**src/rtl/seq_shift_unit_if.sv**
```systemverilog
// Request/result handshake bundle for the iterative shift engine.
// The slave side is the shifter; the master side issues requests and consumes results.
interface seq_shift_unit_if #(
  parameter int WIDTH = 8,
  parameter int AMTW  = 3
);
  logic             in_valid;
  logic             in_ready;
  logic [WIDTH-1:0] in_data;
  logic [AMTW-1:0]  in_amt;
  logic [1:0]       in_op;
  logic             out_valid;
  logic             out_ready;
  logic [WIDTH-1:0] out_data;
  logic             busy;

  modport slave (
    input  in_valid, in_data, in_amt, in_op, out_ready,
    output in_ready, out_valid, out_data, busy
  );

  modport master (
    output in_valid, in_data, in_amt, in_op, out_ready,
    input  in_ready, out_valid, out_data, busy
  );
endinterface

```
**src/rtl/seq_shift_unit.sv**
```systemverilog
// Multi-cycle LSR/LSL/ASR/ASL engine: one bit position per clock,
// valid/ready on request and result, at most one request in flight.
module seq_shift_unit #(
  parameter int WIDTH = 8,
  parameter int AMTW  = 3
) (
  input  logic              clk,
  input  logic              rst_n,
  seq_shift_unit_if.slave   bus
);

  typedef enum logic [1:0] {
    IDLE  = 2'd0,
    SHIFT = 2'd1,
    DONE  = 2'd2
  } state_t;

  state_t                  state;
  state_t                  state_nxt;
  logic signed [WIDTH-1:0] shreg;
  logic [AMTW-1:0]         cnt;
  logic [1:0]              op;
  logic                    accept;

  // Single-bit step; op 01 and 11 both shift left with zero fill.
  function automatic logic signed [WIDTH-1:0] shift_one(
    input logic signed [WIDTH-1:0] v,
    input logic [1:0]              o
  );
    case (o)
      2'b00:   shift_one = {1'b0, v[WIDTH-1:1]};
      2'b10:   shift_one = {v[WIDTH-1], v[WIDTH-1:1]};
      default: shift_one = {v[WIDTH-2:0], 1'b0};
    endcase
  endfunction

  assign accept = bus.in_valid && (state == IDLE);

  always_ff @(posedge clk or negedge rst_n) begin
    if (!rst_n) begin
      state <= IDLE;
    end else begin
      state <= state_nxt;
    end
  end

  always_comb begin
    state_nxt = state;
    case (state)
      IDLE: begin
        if (bus.in_valid) begin
          state_nxt = (bus.in_amt == '0) ? DONE : SHIFT;
        end
      end
      SHIFT: begin
        if (cnt == AMTW'(1)) begin
          state_nxt = DONE;
        end
      end
      DONE: begin
        if (bus.out_ready) begin
          state_nxt = IDLE;
        end
      end
      default: state_nxt = IDLE;
    endcase
  end

  // Operands are captured only on the accept edge; later input changes are ignored.
  always_ff @(posedge clk or negedge rst_n) begin
    if (!rst_n) begin
      shreg <= '0;
      cnt   <= '0;
      op    <= '0;
    end else if (accept) begin
      shreg <= bus.in_data;
      cnt   <= bus.in_amt;
      op    <= bus.in_op;
    end else if (state == SHIFT) begin
      shreg <= shift_one(shreg, op);
      cnt   <= cnt - AMTW'(1);
    end
  end

  always_comb begin
    bus.in_ready  = 1'b0;
    bus.out_valid = 1'b0;
    bus.busy      = 1'b0;
    case (state)
      IDLE:    bus.in_ready = 1'b1;
      SHIFT:   bus.busy     = 1'b1;
      DONE: begin
        bus.out_valid = 1'b1;
        bus.busy      = 1'b1;
      end
      default: bus.in_ready = 1'b1;
    endcase
  end

  assign bus.out_data = shreg;

endmodule

```
**src/flat_wrapper.sv**
```systemverilog
// flat-port wrapper written by rule: the top's interface ports become plain ports
module seq_shift_unit_flat 
#(
  parameter int WIDTH = 8,
  parameter int AMTW  = 3
)
  (clk, rst_n, bus_in_valid, bus_in_data, bus_in_amt, bus_in_op, bus_out_ready, bus_in_ready, bus_out_valid, bus_out_data, bus_busy);
  seq_shift_unit_if #(.WIDTH(WIDTH), .AMTW(AMTW)) bus_i ();
  input  logic clk;
  input  logic rst_n;
  input wire logic [$bits(bus_i.in_valid)-1:0] bus_in_valid;
  input wire logic [$bits(bus_i.in_data)-1:0] bus_in_data;
  input wire logic [$bits(bus_i.in_amt)-1:0] bus_in_amt;
  input wire logic [$bits(bus_i.in_op)-1:0] bus_in_op;
  input wire logic [$bits(bus_i.out_ready)-1:0] bus_out_ready;
  output wire logic [$bits(bus_i.in_ready)-1:0] bus_in_ready;
  output wire logic [$bits(bus_i.out_valid)-1:0] bus_out_valid;
  output wire logic [$bits(bus_i.out_data)-1:0] bus_out_data;
  output wire logic [$bits(bus_i.busy)-1:0] bus_busy;
  assign bus_i.in_valid = bus_in_valid;
  assign bus_i.in_data = bus_in_data;
  assign bus_i.in_amt = bus_in_amt;
  assign bus_i.in_op = bus_in_op;
  assign bus_i.out_ready = bus_out_ready;
  assign bus_in_ready = bus_i.in_ready;
  assign bus_out_valid = bus_i.out_valid;
  assign bus_out_data = bus_i.out_data;
  assign bus_busy = bus_i.busy;
  seq_shift_unit #(.WIDTH(WIDTH), .AMTW(AMTW)) u_core (.clk(clk), .rst_n(rst_n), .bus(bus_i));
endmodule
```
**config.mk**
```make
export PLATFORM = sky130hd
export DESIGN_NAME = seq_shift_unit_flat
export DESIGN_NICKNAME = d
export VERILOG_FILES = /design/src/rtl/seq_shift_unit_if.sv /design/src/rtl/seq_shift_unit.sv /design/src/flat_wrapper.sv
export SDC_FILE = /design/constraint.sdc
export NUM_CORES = 1
export LEC_CHECK = 0
export CORE_ASPECT_RATIO = 0.75
export CORE_MARGIN = 10
export CORE_UTILIZATION = 40
export CTS_BUF_LIST = sky130_fd_sc_hd__clkbuf_16
export DETAILED_ROUTE_END_ITERATION = 10
export HOLD_SLACK_MARGIN = 0.15
export PLACE_DENSITY = 0.73
export SETUP_SLACK_MARGIN = 0.05
export SLEW_MARGIN = 20
export SYNTH_ARGS = -nofsm -noshare
export SYNTH_HDL_FRONTEND = slang
export SYNTH_SLANG_ARGS = --single-unit
```
**constraint.sdc**
```tcl
create_clock -name clk -period 1.4 [get_ports clk]
set_input_delay 0.28 -clock clk [delete_from_list [all_inputs] [get_ports clk]]
set_output_delay 0.28 -clock clk [all_outputs]
set_load 0.01 [all_outputs]
```
; Word-level counts from Yosys, hierarchy flattened
; Cells that the tools add are included.
[word_totals]
romBits = 0
latchBits = 0
in_bits = 17
out_inout_bits = 11
n_memories = 0
ram_bits = 0
regBits = 15
[classes]
shift = 0
n_eq_ne = 8
n_lt_le_gt_ge = 0
reduce_logical = 8
bitwise = 0
n_mul = 0
mux = 13
div_mod_pow = 0
addsub = 1
[op_table]
columns = cell, count
row1 = 8-bit 2-to-1 mux, 2
row2 = 8-bit case mux with 2 select lines, 1
row3 = 2-bit 2-to-1 mux, 4
row4 = 3-bit 2-to-1 mux, 2
row5 = 2-bit case mux with 3 select lines, 1
row6 = "2-bit equality test, second input constant", 2
row7 = 2-bit logical NOT, 2
row8 = "2-bit by 1-bit != test with 1-bit output, second input constant", 2
row9 = "2-bit != test, second input constant", 2
row10 = "3-bit by 1-bit equality test with 1-bit output, second input constant", 1
row11 = 3-bit logical NOT, 1
row12 = 1-bit 2-to-1 mux, 3
row13 = 3-bit AND reduction, 1
row14 = "3-bit by 1-bit subtractor with 3-bit output, second input constant", 1
row15 = "2-bit by 1-bit equality test with 1-bit output, second input constant", 1
row16 = 2-bit AND reduction, 1
row17 = 2-bit nonzero test, 1
row18 = 2-bit OR reduction, 1
row19 = 1-bit logical AND, 1

; Logic depth before layout (Yosys ltp)
; Gate-level depths: netlist of run 1.
[logic_depth]
ltp_word = 4
mapped_depth = 7

; Worst setup path before layout of run 1
; OpenSTA, ideal clock, no wires.
[synth_path]
kind = flip-flop to flip-flop
from = register u_core.state[0]
to = register u_core.state[0]
arrival_time_ps = 1275
path_stages_with_launch = 6
required_time_ps = 1279
path_slack_ps = 4
path_cell_list = dfrtp_1 > inv_1 > ha_1 > nor2b_1 > a211o_1 > a22o_1
[synth_via]
elab_chain_len = 3
[synth_rtl]
columns = element, line_no
row1 = "start, declared", seq_shift_unit.sv:18  ; state_t state;
row2 = "start signal, assigned", seq_shift_unit.sv:43  ; state <= state_nxt;
row3 = 2-bit by 1-bit equality test with 1-bit output (tied with other cells), seq_shift_unit.sv:49  ; case (state)
row4 = 2-bit by 1-bit != test with 1-bit output (no source line) / 2-bit != test (equally long branches), --
row5 = 3-bit AND reduction (no source line), --
; Several ways; a longest one is shown, not always the timed one.
; A chain may end at the register's enable or synchronous reset.

; Worst setup path after layout of run 1
[layout_path]
from = register u_core.state[0]
to = output port bus_in_ready
[layout_via]
elab_chain_len = 3
[layout_rtl]
columns = element, line_no
row1 = 2-bit equality test / 2-bit by 1-bit equality test with 1-bit output (equally long branches), seq_shift_unit.sv:89  ; case (state)
row2 = 2-bit OR reduction (no source line) *, --
row3 = 1-bit 2-to-1 mux *, seq_shift_unit.sv:89
row4 = "end, declared", flat_wrapper.sv:16  ; output wire logic [$bits(bus_i.in_ready)-1:0] bus_in_ready;
; Every way passes the cells marked *; elsewhere a longest branch is shown, timed or not.

==> out/results.ini, run 1 <==
[outcome]
status = finished clean

[route]
finalWirelength_um = 2440
via_count = 803
antenna_left = 0
wl_per_cell_um = 16.0
viasPerCell = 5.25
drtPass1Iterations = 4
drt_iter0_drc = 53
drt_drc_violations_left = 0

[clocking]
clk_latency_ps = 250
path_clk_slew_ps = 50
cts_inserted_buffers = 3
cts_num_sinks = 15
htree_levels = 1
root_buffer = clkbuf_16
clock_path_buffers = 2
cts_tree = built

[worst_setup_path]
critical_path.most_common_cell = inv_2
cp-start-kind = register
cpPeakStageDelay_ps = 360
r2r_start = u_core.state[0]
setup.worst_path.start = u_core.state[0]
cp_slowest_cell = dfrtp_1
critPathCaptureType = primary output
crit_type = register to primary output
cp_cell_sequence = inv_2, ha_4, inv_2, buf_6
cp.arrival_ps = 1090
required_ps = 1120
critPathMaxFanout = 2

[finish]
insertedDiodeCount = 0
final_cells = 153
nets = 152
fin_util_pct = 69.4
fill_cells = 160
layout-area-overhead-vs-synth_pct = 60.9
drive_above_1_share_pct = 30.2

[yosys]
synth.avg_cell_area_um2 = 9.71
synth.distinct_cells = 27
synth_edf_count = 0
synth-seq-cells = 15
syn_area_um2 = 883
yosysSeqAreaShare_pct = 42.5
ys.flop_type = dfrtp_1
synth_nets = 113
syn_inst = 91
yosysWarnings = 0
async_flop_share_pct = 100

[placed_design]
dpl.cell_count = 147
hpwl_um = 1700
io_buffers = 27
finalWeightedCongestion = 0.762

[floorplanning]
pin_count = 28
die_area_um2 = 4510
start_util_pct = 43.1
die_height_um = 60.7
die_x_um = 74.3
fp-row-count = 14
core_um2 = 2050

[timing]
fin_hold_ws_ps = 354
fmax_ghz = 0.729
fin_setup_tns_ps = 0
hold_viol = 0
min_period_over_period_pct = 98.0
rsz0062_at_grt = yes
fin_crit_ps = 1370
slew_violations = 0
setup_violations = 0
slew_headroom_pct = 71.6
clock-skew-final_ps = 0.923
worst_slew_pin_slew_ps = 426

[grt]
antenna_found_initial = 0
grt_max_degree = 16
grt_pass1_vias = 793
track_usage_pct = 10.7
grt_overflow = 0
grt_pass1_wl_um = 3820

[pwr]
peakVddDrop_mv = 1.75
p_leak_uw = 0.000666
powerDensity_nw_per_um2 = 2400

[job]
cap_violations = 0

[worst_hold_path]
hp-class = input port to asynchronous set/reset pin

critical path, delay by kind of cell, from the launching register on:
| family | cells | cell delay (ps) |
|---|---|---|
| buffers and inverters | 3 | 210 |
| DFF | 1 | 360 |
| adders and majority gates | 1 | 280 |
final cells by class:
class	instances	area [µm²]	area share, %
clock buffer	3	75.1	5.28
timing repair buffer	39	372	26.1
sequential	15	375	26.4
tap	24	30.0	2.11
multi-input combinational	65	543	38.2
inverter	6	22.5	1.58
clock inverter	1	3.75	0.264
layout by cell type, fill, tap and decap left out, types with 2 or more instances in the layout:
cell type | synthesis | layout
nor2b_1 | 3 | 2
dlygate4sd2_1 | 0 | 8
nor2_1 | 9 | 6
ha_1 | 5 | 2
mux2i_1 | 7 | 7
ha_4 | 0 | 3
o21ai_0 | 2 | 2
clkbuf_16 | 0 | 3
inv_1 | 6 | 3
dfrtp_1 | 15 | 15
a21oi_1 | 2 | 2
inv_2 | 0 | 4
nand2_1 | 11 | 11
a211oi_2 | 0 | 6
buf_6 | 1 | 5
nor2_2 | 0 | 2
a21o_1 | 6 | 6
clkdlybuf4s50_1 | 0 | 16
a31oi_1 | 2 | 2
buf_4 | 3 | 8
metrics by stage:
stage	cell area [µm²]	worst slack, ps	power (µW)
after global routing	1420	-11.2	3670
after global placement	1230	-137	2490
after detailed placement	1230	-169	2570
after CTS	1340	20.7	3130
final	1420	27.8	3410
after floorplan	886	59.8	1850
cell usage after synthesis (2+ instances only):
cell       n  area [µm²]
a21oi_1    2        10.0
a211oi_1   6        45.0
nor2b_1    3        18.8
o21ai_0    2        10.0
nor2_1     9        33.8
mux2i_1    7        70.1
a21o_1     6        45.0
a31oi_1    2        12.5
dfrtp_1   15         375
nand2_1   11        41.3
ha_1       5        62.6
inv_1      6        22.5
buf_4      3        22.5
path summary, 6_finish.rpt:
kind                                          end  slack [ps]  depth (start not counted)
max                                  bus_in_ready          30                          4
min                        u_core.bus.out_data[2]         350                          2
max reg2reg                       u_core.state[0]          30                          5
min reg2reg                          u_core.op[1]         470                          2
max in group asynchronous  u_core.bus.out_data[3]         870                          2
min in group clk                     u_core.op[1]         470                          2
cell families after synthesis:
logic type	synth area share, %
simple gates	14.9
buf+inv	6.94
compound gates	17.4
fa+ha+maj	7.08
flops	42.5
mux	9.21
xor+xnor	1.98
registers in the layout, summed over array words and instances, names as in the netlist:
| signal | cells |
|---|---|
| u_core.bus.out_data | 8 |
| u_core.cnt | 3 |
| u_core.op | 2 |
| u_core.state | 2 |
where the power goes:
part / internal, µW / switching (µW) / total, µW
clock: 378 / 176 / 554
combinational: 1070 / 890 / 1960
sequential: 659 / 240 / 899
metal layers:
metal | up-vias | global-route usage [%] | part of all wire [%]
met3 | 4 | 6.04 | 9.9
met2 | 27 | 16.1 | 47
met1 | 385 | 12.9 | 42
met4 | 0 | 3.13 | 0.94
li1 | 387 | - | -
met5 | - | 0 | 0
what timing repair did:
item / CTS / global route
setup endpoints to repair: 22 / 13
setup buffers: 0 / 1
hold buffers: 0 / 0
cloned: 1 / 0
gates resized for setup: 30 / 21
pin swaps: 2 / 6
Power figures use the tool's default switching activity.
==> inputs of run 2 (changes only) <==
TNS_END_PERCENT = 20   (was unset)
==> run 2 against run 1 <==
Effect of this change:
- hold slack lost 1.6 ps
- wire length shrank 0.86%
- worst setup slack lost 8.2 ps
==> out/results.ini, run 2 (synthesized netlist as in run 1, its figures left out) <==
[outcome]
status = finished clean

[timing]
clock-skew-final_ps = 1.04  ; +0.122 ps
rsz0062_at_grt = yes
hold_viol = 0  ; unchanged
slew_headroom_pct = 71.0  ; -0.61 points
layout_setup_ws_ps = 19.6  ; -8.15 ps
min_period_over_period_pct = 98.6  ; +0.58 points
slew_violations = 0  ; unchanged
fin_crit_ps = 1380  ; +8.15 ps
setup_violations = 0  ; unchanged
fmax_ghz = 0.724  ; -0.59%
worst_slew_pin_slew_ps = 435  ; +9.11 ps

[grt]
antenna_found_initial = 0  ; unchanged
grt-busiest-layer = met2
grt_use_met2_pct = 15.8  ; -0.36 points
use_met3_pct = 6.04  ; unchanged
grt_overflow = 0  ; unchanged
grt_max_degree = 16  ; unchanged
track_usage_pct = 10.4  ; -0.34 points
grt_pass1_vias = 775  ; -2.3%
gr-usage-met1_pct = 12.2  ; -0.66 points
grt_pass1_wl_um = 3710  ; -2.9%

[clocking]
htree_levels = 1  ; unchanged
clock_path_buffers = 2  ; unchanged
cts_inserted_buffers = 3  ; unchanged
clk_latency_ps = 250  ; about the same
cts_tree = built
path_clk_slew_ps = 50  ; about the same
cts_num_sinks = 15  ; unchanged
post_cts_buffers = 0  ; unchanged
root_buffer = clkbuf_16

[worst_setup_path]
crit_family = compound AO/OA/AOI/OAI gates
cp.arrival_ps = 1520  ; +430 ps
setup.worst_path.start = u_core.state[1]
crit_type = register to register
cp_slowest_cell = dfrtp_1
cpPeakStageDelay_ps = 390  ; +30 ps
r2r_start = u_core.state[1]
required_ps = 1540  ; +420 ps
cp_cell_sequence = buf_6, ha_4, nor2b_4, a211o_1, a22o_1
critPathMaxFanout = 3  ; +1
cp-start-kind = register
crit_buf_inv = 1  ; -2
critPathCaptureType = register

[route]
wl_per_cell_um = 16.0  ; +0.45%
drt_iter0_drc = 34  ; -36%
drtPass1Iterations = 5  ; +1
antenna_left = 0  ; unchanged
via_count = 793  ; -1.2%
viasPerCell = 5.25  ; about the same
drt_drc_violations_left = 0  ; unchanged
finalWirelength_um = 2420  ; -0.86%

[floorplanning]
start_util_pct = 43.1  ; unchanged
die_x_um = 74.3  ; unchanged
die_height_um = 60.7  ; unchanged
die_area_um2 = 4510  ; unchanged
pin_count = 28  ; unchanged
fp-row-count = 14  ; unchanged
core_um2 = 2050  ; unchanged

[placed_design]
io_buffers = 27  ; unchanged
preCtsSetupSlack_ps = -169  ; unchanged
finalWeightedCongestion = 0.762  ; unchanged
hpwl_um = 1700  ; unchanged
dpl.cell_count = 147  ; unchanged

[finish]
drive_above_1_share_pct = 29.1  ; -1.1 points
fill_cells = 166  ; +3.8%
seqCellArea_um2 = 375  ; unchanged
final_cells = 151  ; -1.3%
multiInputGateArea_um2 = 537  ; -1.2%
nets = 150  ; -1.3%
mostFrequentLayoutCell = clkdlybuf4s50_1
layout-area-overhead-vs-synth_pct = 58.8
final_cell_mix = clkdlybuf4s50_1 (16), dfrtp_1 (15), nand2_1 (11)
insertedDiodeCount = 0  ; unchanged
largest_register_ffs = 8  ; unchanged

[pwr]
power_uw = 3350  ; -1.8%
p_leak_uw = 0.000654  ; -1.9%
peakVddDrop_mv = 1.69  ; -3.5%
powerDensity_nw_per_um2 = 2390  ; -0.48%

[worst_hold_path]
hp-class = input port to asynchronous set/reset pin

[job]
cap_violations = 0  ; unchanged

[run 2: report_power, final]
part           total (µW)  internal (µW)  switching (µW)  leakage [µW]
Clock                 555            379             177     0.0000423
Sequential            902            659             243      0.000180
Combinational        1890           1020             871      0.000431
[run 2: through the flow]
| stage | hold WS [ps] | cell area [µm²] | utilization [%] | TNS, ps |
|---|---|---|---|---|
| final | 352 | 1400 | 68.4 | 0 |
| after global placement | 454 | 1230 | 60.3 | -688 |
| after global routing | 385 | 1400 | 68.4 | -22.5 |
| after CTS | 363 | 1320 | 64.5 | -34.9 |
| after floorplan | -15.6 | 886 | - | 0 |
| after detailed placement | 458 | 1230 | 60.3 | -770 |
[run 2: routing by layer]
metal  vias up  share of wire, %
met5         -                 0
met4         0              0.95
met2        30                47
met1       376                41
met3         4                10
li1        383                 -
[run 2: worst paths after layout]
path,to,cells after the start,slack [ps]
min,u_core.bus.out_data[3],2,350
max in group asynchronous,u_core.op[1],2,870
max,u_core.state[0],5,20
max reg2reg,u_core.state[0],5,20
min in group clk,u_core.op[1],2,470
min reg2reg,u_core.op[1],2,470
[run 2: area by class of cell]
class / instances / area share, %
multi-input cells: 65 / 38.3
flip-flops and latches: 15 / 26.8
repair buffers: 37 / 25.6
clock buffers: 3 / 5.35
well taps: 24 / 2.14
inverters: 6 / 1.61
clock inverters: 1 / 0.268
[run 2: timing repair]
action	4_1_cts	5_1_grt
endpoints found under the hold margin	0	0
cloned	0	0
gates resized for setup	27	20
hold buffers	0	0
pin swaps	1	8
endpoints found under the setup margin	22	12
==> inputs of run 3 (changes only) <==
TNS_END_PERCENT = unset   (was 20)
==> results of run 3 <==
Same layout as run 1: the final DEF is identical, and so are final timing and power.
==> RTL edit 1, RTL diff (settings of run 1) <==
`AMTW` is set to 3 in 3 places; all go to 2.
--- a/src/rtl/seq_shift_unit_if.sv
+++ b/src/rtl/seq_shift_unit_if.sv
@@ -3,5 +3,5 @@
 interface seq_shift_unit_if #(
   parameter int WIDTH = 8,
-  parameter int AMTW  = 3
+  parameter int AMTW  = 2
 );
   logic             in_valid;
--- a/src/rtl/seq_shift_unit.sv
+++ b/src/rtl/seq_shift_unit.sv
@@ -3,5 +3,5 @@
 module seq_shift_unit #(
   parameter int WIDTH = 8,
-  parameter int AMTW  = 3
+  parameter int AMTW  = 2
 ) (
   input  logic              clk,
--- a/src/flat_wrapper.sv
+++ b/src/flat_wrapper.sv
@@ -3,5 +3,5 @@
 #(
   parameter int WIDTH = 8,
-  parameter int AMTW  = 3
+  parameter int AMTW  = 2
 )
   (clk, rst_n, bus_in_valid, bus_in_data, bus_in_amt, bus_in_op, bus_out_ready, bus_in_ready, bus_out_valid, bus_out_data, bus_busy);
Interface: changed (resized bus_in_amt); port bits go from 28 to 27. The function was not compared with the original's and may differ.
==> RTL edit 1 against run 1 <==
The run now ends with setup timing left; combinational power increased by 7%; synthesized cell count is 6.6% lower; area after synthesis decreased by 9.1%; worst hold slack lost 0.0077 ns; setup slack got worse by 0.15 ns; via count fell by 2.1%; clock skew up 0.00093 ns; final area hardly changed; wire length rose by 10%; critical path depth up 1; sequential cell count fell by 1; sequential power fell by 2%; power rose by 3.2%; non-clock buffer count is 4 higher.
==> RTL edit 1: results (changes against run 1) <==
.. list-table::
   :header-rows: 1

   * - Metric
     - Value
   * - Outcome
     - complete, but fails checks (was complete, no violations)
   * - Failing checks
     - setup timing
   * - Half-perimeter wire length after detailed placement
     - 1.69 mm (was 1.70 mm)
   * - Slew HR
     - 70.6% (was 71.6%)
   * - Cell types occupying the most area after synthesis
     - sky130_fd_sc_hd__dfrtp_1 (44%), sky130_fd_sc_hd__mux2i_1 (8.7%), sky130_fd_sc_hd__ha_1 (6.2%) (was sky130_fd_sc_hd__dfrtp_1 (42%), sky130_fd_sc_hd__mux2i_1 (7.9%), sky130_fd_sc_hd__ha_1 (7.1%))
   * - Global placement routability congestion
     - 0.832 (was 0.762)
   * - Post-DP Area
     - 1130 µm² (was 1230 µm²)
   * - Pin count of the biggest net entering global routing
     - 15 (was 16)
   * - Static leakage
     - 0.662 nW (was 0.666 nW)
   * - Delay contributed by the slowest stage of the critical path
     - 0.45 ns (was 0.36 ns)
   * - Vias in the first global route
     - 782 (was 793)
   * - First-pass GRT wire length
     - 3.87 mm (was 3.82 mm)
   * - First DRT Iteration DRCs
     - 68 (was 53)
   * - Number of fillers in the final layout
     - 118 (was 160)
   * - Gate count of the mapped netlist
     - 85 (was 91)
   * - Total Routed Length
     - 2.69 mm (was 2.44 mm)
   * - Average wire per standard cell
     - 18.1 µm (was 16.0 µm)
   * - Seq/Total Area, Yosys
     - 43.6% (was 42.5%)
   * - Arrival @ worst endpoint
     - 1.68 ns (was 1.09 ns)
   * - Worst Path Max Fanout
     - 4 (was 2)
   * - Layout cell share with drive strength beyond 1
     - 34.6% (was 30.2%)
   * - Pre-CTS setup slack
     - -0.198 ns (was -0.169 ns)
   * - Total of endpoints with negative setup slack in the final report
     - 3 (was 0)
   * - GR Util All Layers
     - 11.6% (was 10.7%)
   * - Post-route worst setup slack
     - -0.119 ns (was 0.0278 ns)
   * - Final-stage net count
     - 148 (was 152)
   * - VDD IR-drop max
     - 0.00158 V (was 0.00175 V)
   * - Distinct cells, synth
     - 23 (was 27)
   * - Total negative slack
     - -0.244 ns (was 0 ns)
   * - Cell types with the highest counts after synthesis
     - sky130_fd_sc_hd__dfrtp_1 (14), sky130_fd_sc_hd__nand2_1 (10), sky130_fd_sc_hd__nor2_1 (9) (was sky130_fd_sc_hd__dfrtp_1 (15), sky130_fd_sc_hd__nand2_1 (11), sky130_fd_sc_hd__nor2_1 (9))
   * - Buffers added on ports
     - 26 (was 27)
   * - Count of vias placed by the detailed router
     - 786 (was 803)
   * - Cell family contributing the most delay on the critical path
     - compound AO/OA/AOI/OAI gates (was flip-flops)
   * - Placed Instances
     - 138 (was 147)
   * - Cell with the largest stage delay on the worst path
     - sky130_fd_sc_hd__a222oi_1 (was sky130_fd_sc_hd__dfrtp_1)
## RTL edit 1: changes by cell type after synthesis, moves of 2 or more
cell,run 1,this run
sky130_fd_sc_hd__buf_2,1,3
sky130_fd_sc_hd__buf_4,3,1
sky130_fd_sc_hd__inv_1,6,8
sky130_fd_sc_hd__nor2b_1,3,1
sky130_fd_sc_hd__o21ai_0,2,4
## RTL edit 1: repair_timing
action / CTS / global route
setup endpoints to repair: 21 / 14
pin swaps: 5 / 13
gates cloned: 1 / 1
gates resized for setup: 44 / 20
buffers inserted: 4 / 1
## RTL edit 1: report_power, final
group | internal (mW) | switching, mW | leakage (nW) | total (mW)
logic | 1.17 | 0.920 | 0.455 | 2.09
clock network | 0.379 | 0.174 | 0.0385 | 0.553
registers | 0.612 | 0.270 | 0.169 | 0.882
total | 2.16 | 1.36 | 0.662 | 3.52
## RTL edit 1: final cells by class
type,instances,area [µm²],share of cell area (%)
Clock inverter,1,3.75,0.264
Inverter,8,30.0,2.11
Sequential cell,14,350,24.7
Timing Repair Buffer,43,437,30.7
Clock buffer,3,75.1,5.29
Tap cell,22,27.5,1.94
Multi-Input combinational cell,58,497,35.0
## RTL edit 1: worst paths after layout
| kind | startpoint | endpoint | slack (ns) | depth (start not counted) |
|---|---|---|---|---|
| max | u_core.state[1] | u_core.state[1] | -0.12 | 5 |
| min reg2reg | u_core.op[1] | u_core.op[1] | 0.48 | 2 |
| min in group clk | u_core.op[1] | u_core.op[1] | 0.48 | 2 |
| min | rst_n | u_core.op[1] | 0.35 | 2 |
| max in group asynchronous | rst_n | u_core.bus.out_data[2] | 0.87 | 2 |
| max reg2reg | u_core.state[1] | u_core.state[1] | -0.12 | 5 |
## RTL edit 1: cell families after synthesis
group,share of synthesized area (%)
buffers and inverters,7.94
XOR/XNOR,1.09
flip-flops,43.6
AO/OA/AOI/OAI,20.4
adder cells (fa/ha/maj),6.23
multiplexers,8.72
AND/OR/NAND/NOR,12.0
## RTL edit 1: worst register-to-register path, cell delays in order, from the launching register on
cell and delay (ns):
sky130_fd_sc_hd__dfrtp_1 0.38, sky130_fd_sc_hd__inv_2 0.08, sky130_fd_sc_hd__buf_6 0.12, sky130_fd_sc_hd__ha_4 0.18, sky130_fd_sc_hd__a222oi_1 0.45, sky130_fd_sc_hd__a2bb2oi_1 0.23
## RTL edit 1: per-layer routing
metal / GRT usage (%) / share of wire (%) / vias up
met5: 0 / 0 / -
met4: 2.48 / 0 / 0
met3: 6.53 / 8.5 / 0
met2: 17.7 / 48 / 32
met1: 13.8 / 44 / 376
li1: - / - / 378
==> RTL edit 2, RTL diff (config.mk and constraints of run 1) <==
Made on the original files. Encoding of `state_t`: now one-hot (3 bits for 3 states).
--- a/src/rtl/seq_shift_unit.sv
+++ b/src/rtl/seq_shift_unit.sv
@@ -10,8 +10,8 @@
 );
 
-  typedef enum logic [1:0] {
-    IDLE  = 2'd0,
-    SHIFT = 2'd1,
-    DONE  = 2'd2
+  typedef enum logic [2:0] {
+    IDLE  = 3'b001,
+    SHIFT = 3'b010,
+    DONE  = 3'b100
   } state_t;
 
Function: no difference found for any inputs over 10 cycles, from zero or initial values and one cycle with rst_n low; not proved beyond that.
==> RTL edit 2 against run 1 <==
Power down 6.0%; non-clock buffer count grew 5; setup slack lost 0.18 ns; area after synthesis fell by 0.42%; critical path depth did not move; the run now ends with setup timing left; wire length rose by 16%; worst hold slack better by 0.0073 ns; synthesized cell count down 5.5%; final area grew 3.3%; clock power is 2% higher; largest power group unchanged; die area is 0.30% lower; first-iteration DRC count up 17%; sequential cell count up 1.
==> RTL edit 2: results (changes against run 1) <==
.. list-table::
   :header-rows: 1

   * - Metric
     - Value
   * - Cell types with the highest counts after synthesis
     - sky130_fd_sc_hd__dfrtp_1 (15), sky130_fd_sc_hd__nor2_1 (15), sky130_fd_sc_hd__a221o_1 (8) (was sky130_fd_sc_hd__dfrtp_1 (15), sky130_fd_sc_hd__nand2_1 (11), sky130_fd_sc_hd__nor2_1 (9))
   * - Cell types occupying the most area after synthesis
     - sky130_fd_sc_hd__dfrtp_1 (43%), sky130_fd_sc_hd__a221o_1 (9.1%), sky130_fd_sc_hd__mux2i_1 (6.8%) (was sky130_fd_sc_hd__dfrtp_1 (42%), sky130_fd_sc_hd__mux2i_1 (7.9%), sky130_fd_sc_hd__ha_1 (7.1%))
   * - VDD IR-drop max
     - 0.00142 V (was 0.00175 V)
   * - Distinct cells, synth
     - 28 (was 27)
   * - Power in the clock group
     - 566 µW (was 554 µW)
   * - Arrival @ worst endpoint
     - 1.27 ns (was 1.09 ns)
   * - Total negative slack
     - -1.70 ns (was 0 ns)
   * - Mean post-synth cell area
     - 10.2 µm² (was 9.71 µm²)
   * - Reg2Reg Launch Point
     - u_core.state[0] (unchanged)
   * - Proportion of power drawn by the clock network
     - 17.6% (was 16.2%)
   * - Launch point of the worst path
     - u_core.state[1] (was u_core.state[0])
   * - Setup slack, reg-to-reg
     - -0.14 ns (was 0.03 ns)
   * - Failing checks
     - setup timing
   * - First-pass GRT wire length
     - 4.32 mm (was 3.82 mm)
   * - GR Util All Layers
     - 12.2% (was 10.7%)
   * - First DRT Iteration DRCs
     - 62 (was 53)
   * - R2r endpoint
     - u_core.bus.out_data[2] (was u_core.state[0])
   * - Post-CTS resize count
     - 29 (was 30)
   * - Half-perimeter wire length after detailed placement
     - 1.83 mm (was 1.70 mm)
   * - Vias in the first global route
     - 870 (was 793)
   * - Pre-CTS setup slack
     - -0.386 ns (was -0.169 ns)
   * - Placed Instances
     - 143 (was 147)
   * - Post-route worst setup slack
     - -0.148 ns (was 0.0278 ns)
   * - Layout Cells excl Fill
     - 154 (was 153)
   * - Number of vias per cell after detailed routing
     - 5.54 (was 5.25)
   * - Worst Clk Skew
     - 0.00196 ns (was 0.000923 ns)
   * - Outcome
     - complete, but fails checks (was complete, no violations)
   * - Post-Route Hold Slack
     - 0.361 ns (was 0.354 ns)
   * - Area of the mapped netlist
     - 880 µm² (was 883 µm²)
   * - Total of endpoints with negative setup slack in the final report
     - 15 (was 0)
## RTL edit 2: cell types whose count changed after synthesis, moves of 6 or more
cell,change
sky130_fd_sc_hd__a221o_1,+8
sky130_fd_sc_hd__nor2_1,+6
sky130_fd_sc_hd__a21o_1,-6
sky130_fd_sc_hd__a211oi_1,-6
sky130_fd_sc_hd__nand2_1,-7
## RTL edit 2: cells by family after synthesis
group                    Yosys count  synth area share (%)
AND/OR/NAND/NOR                   31                  17.8
AO/OA/AOI/OAI                     20                  18.1
flip-flops                        16                  45.7
buffers and inverters              9                  6.26
adder cells (fa/ha/maj)            2                  2.84
multiplexers                       8                  9.39
## RTL edit 2: layout make-up
class                      count  area [µm²]
fill                         145         582
multi-input combinational     62         523
timing repair buffer          44         419
sequential                    16         402
clock buffer                   3        75.1
tap                           24        30.0
inverter                       4        15.0
clock inverter                 1        3.75
## RTL edit 2: metal layers
metal  global-route usage (%)  routed length [µm]
met1                     14.4                1230
met2                     20.6                1370
met3                     4.73                 223
met4                     2.39                  20
met5                        0                   0
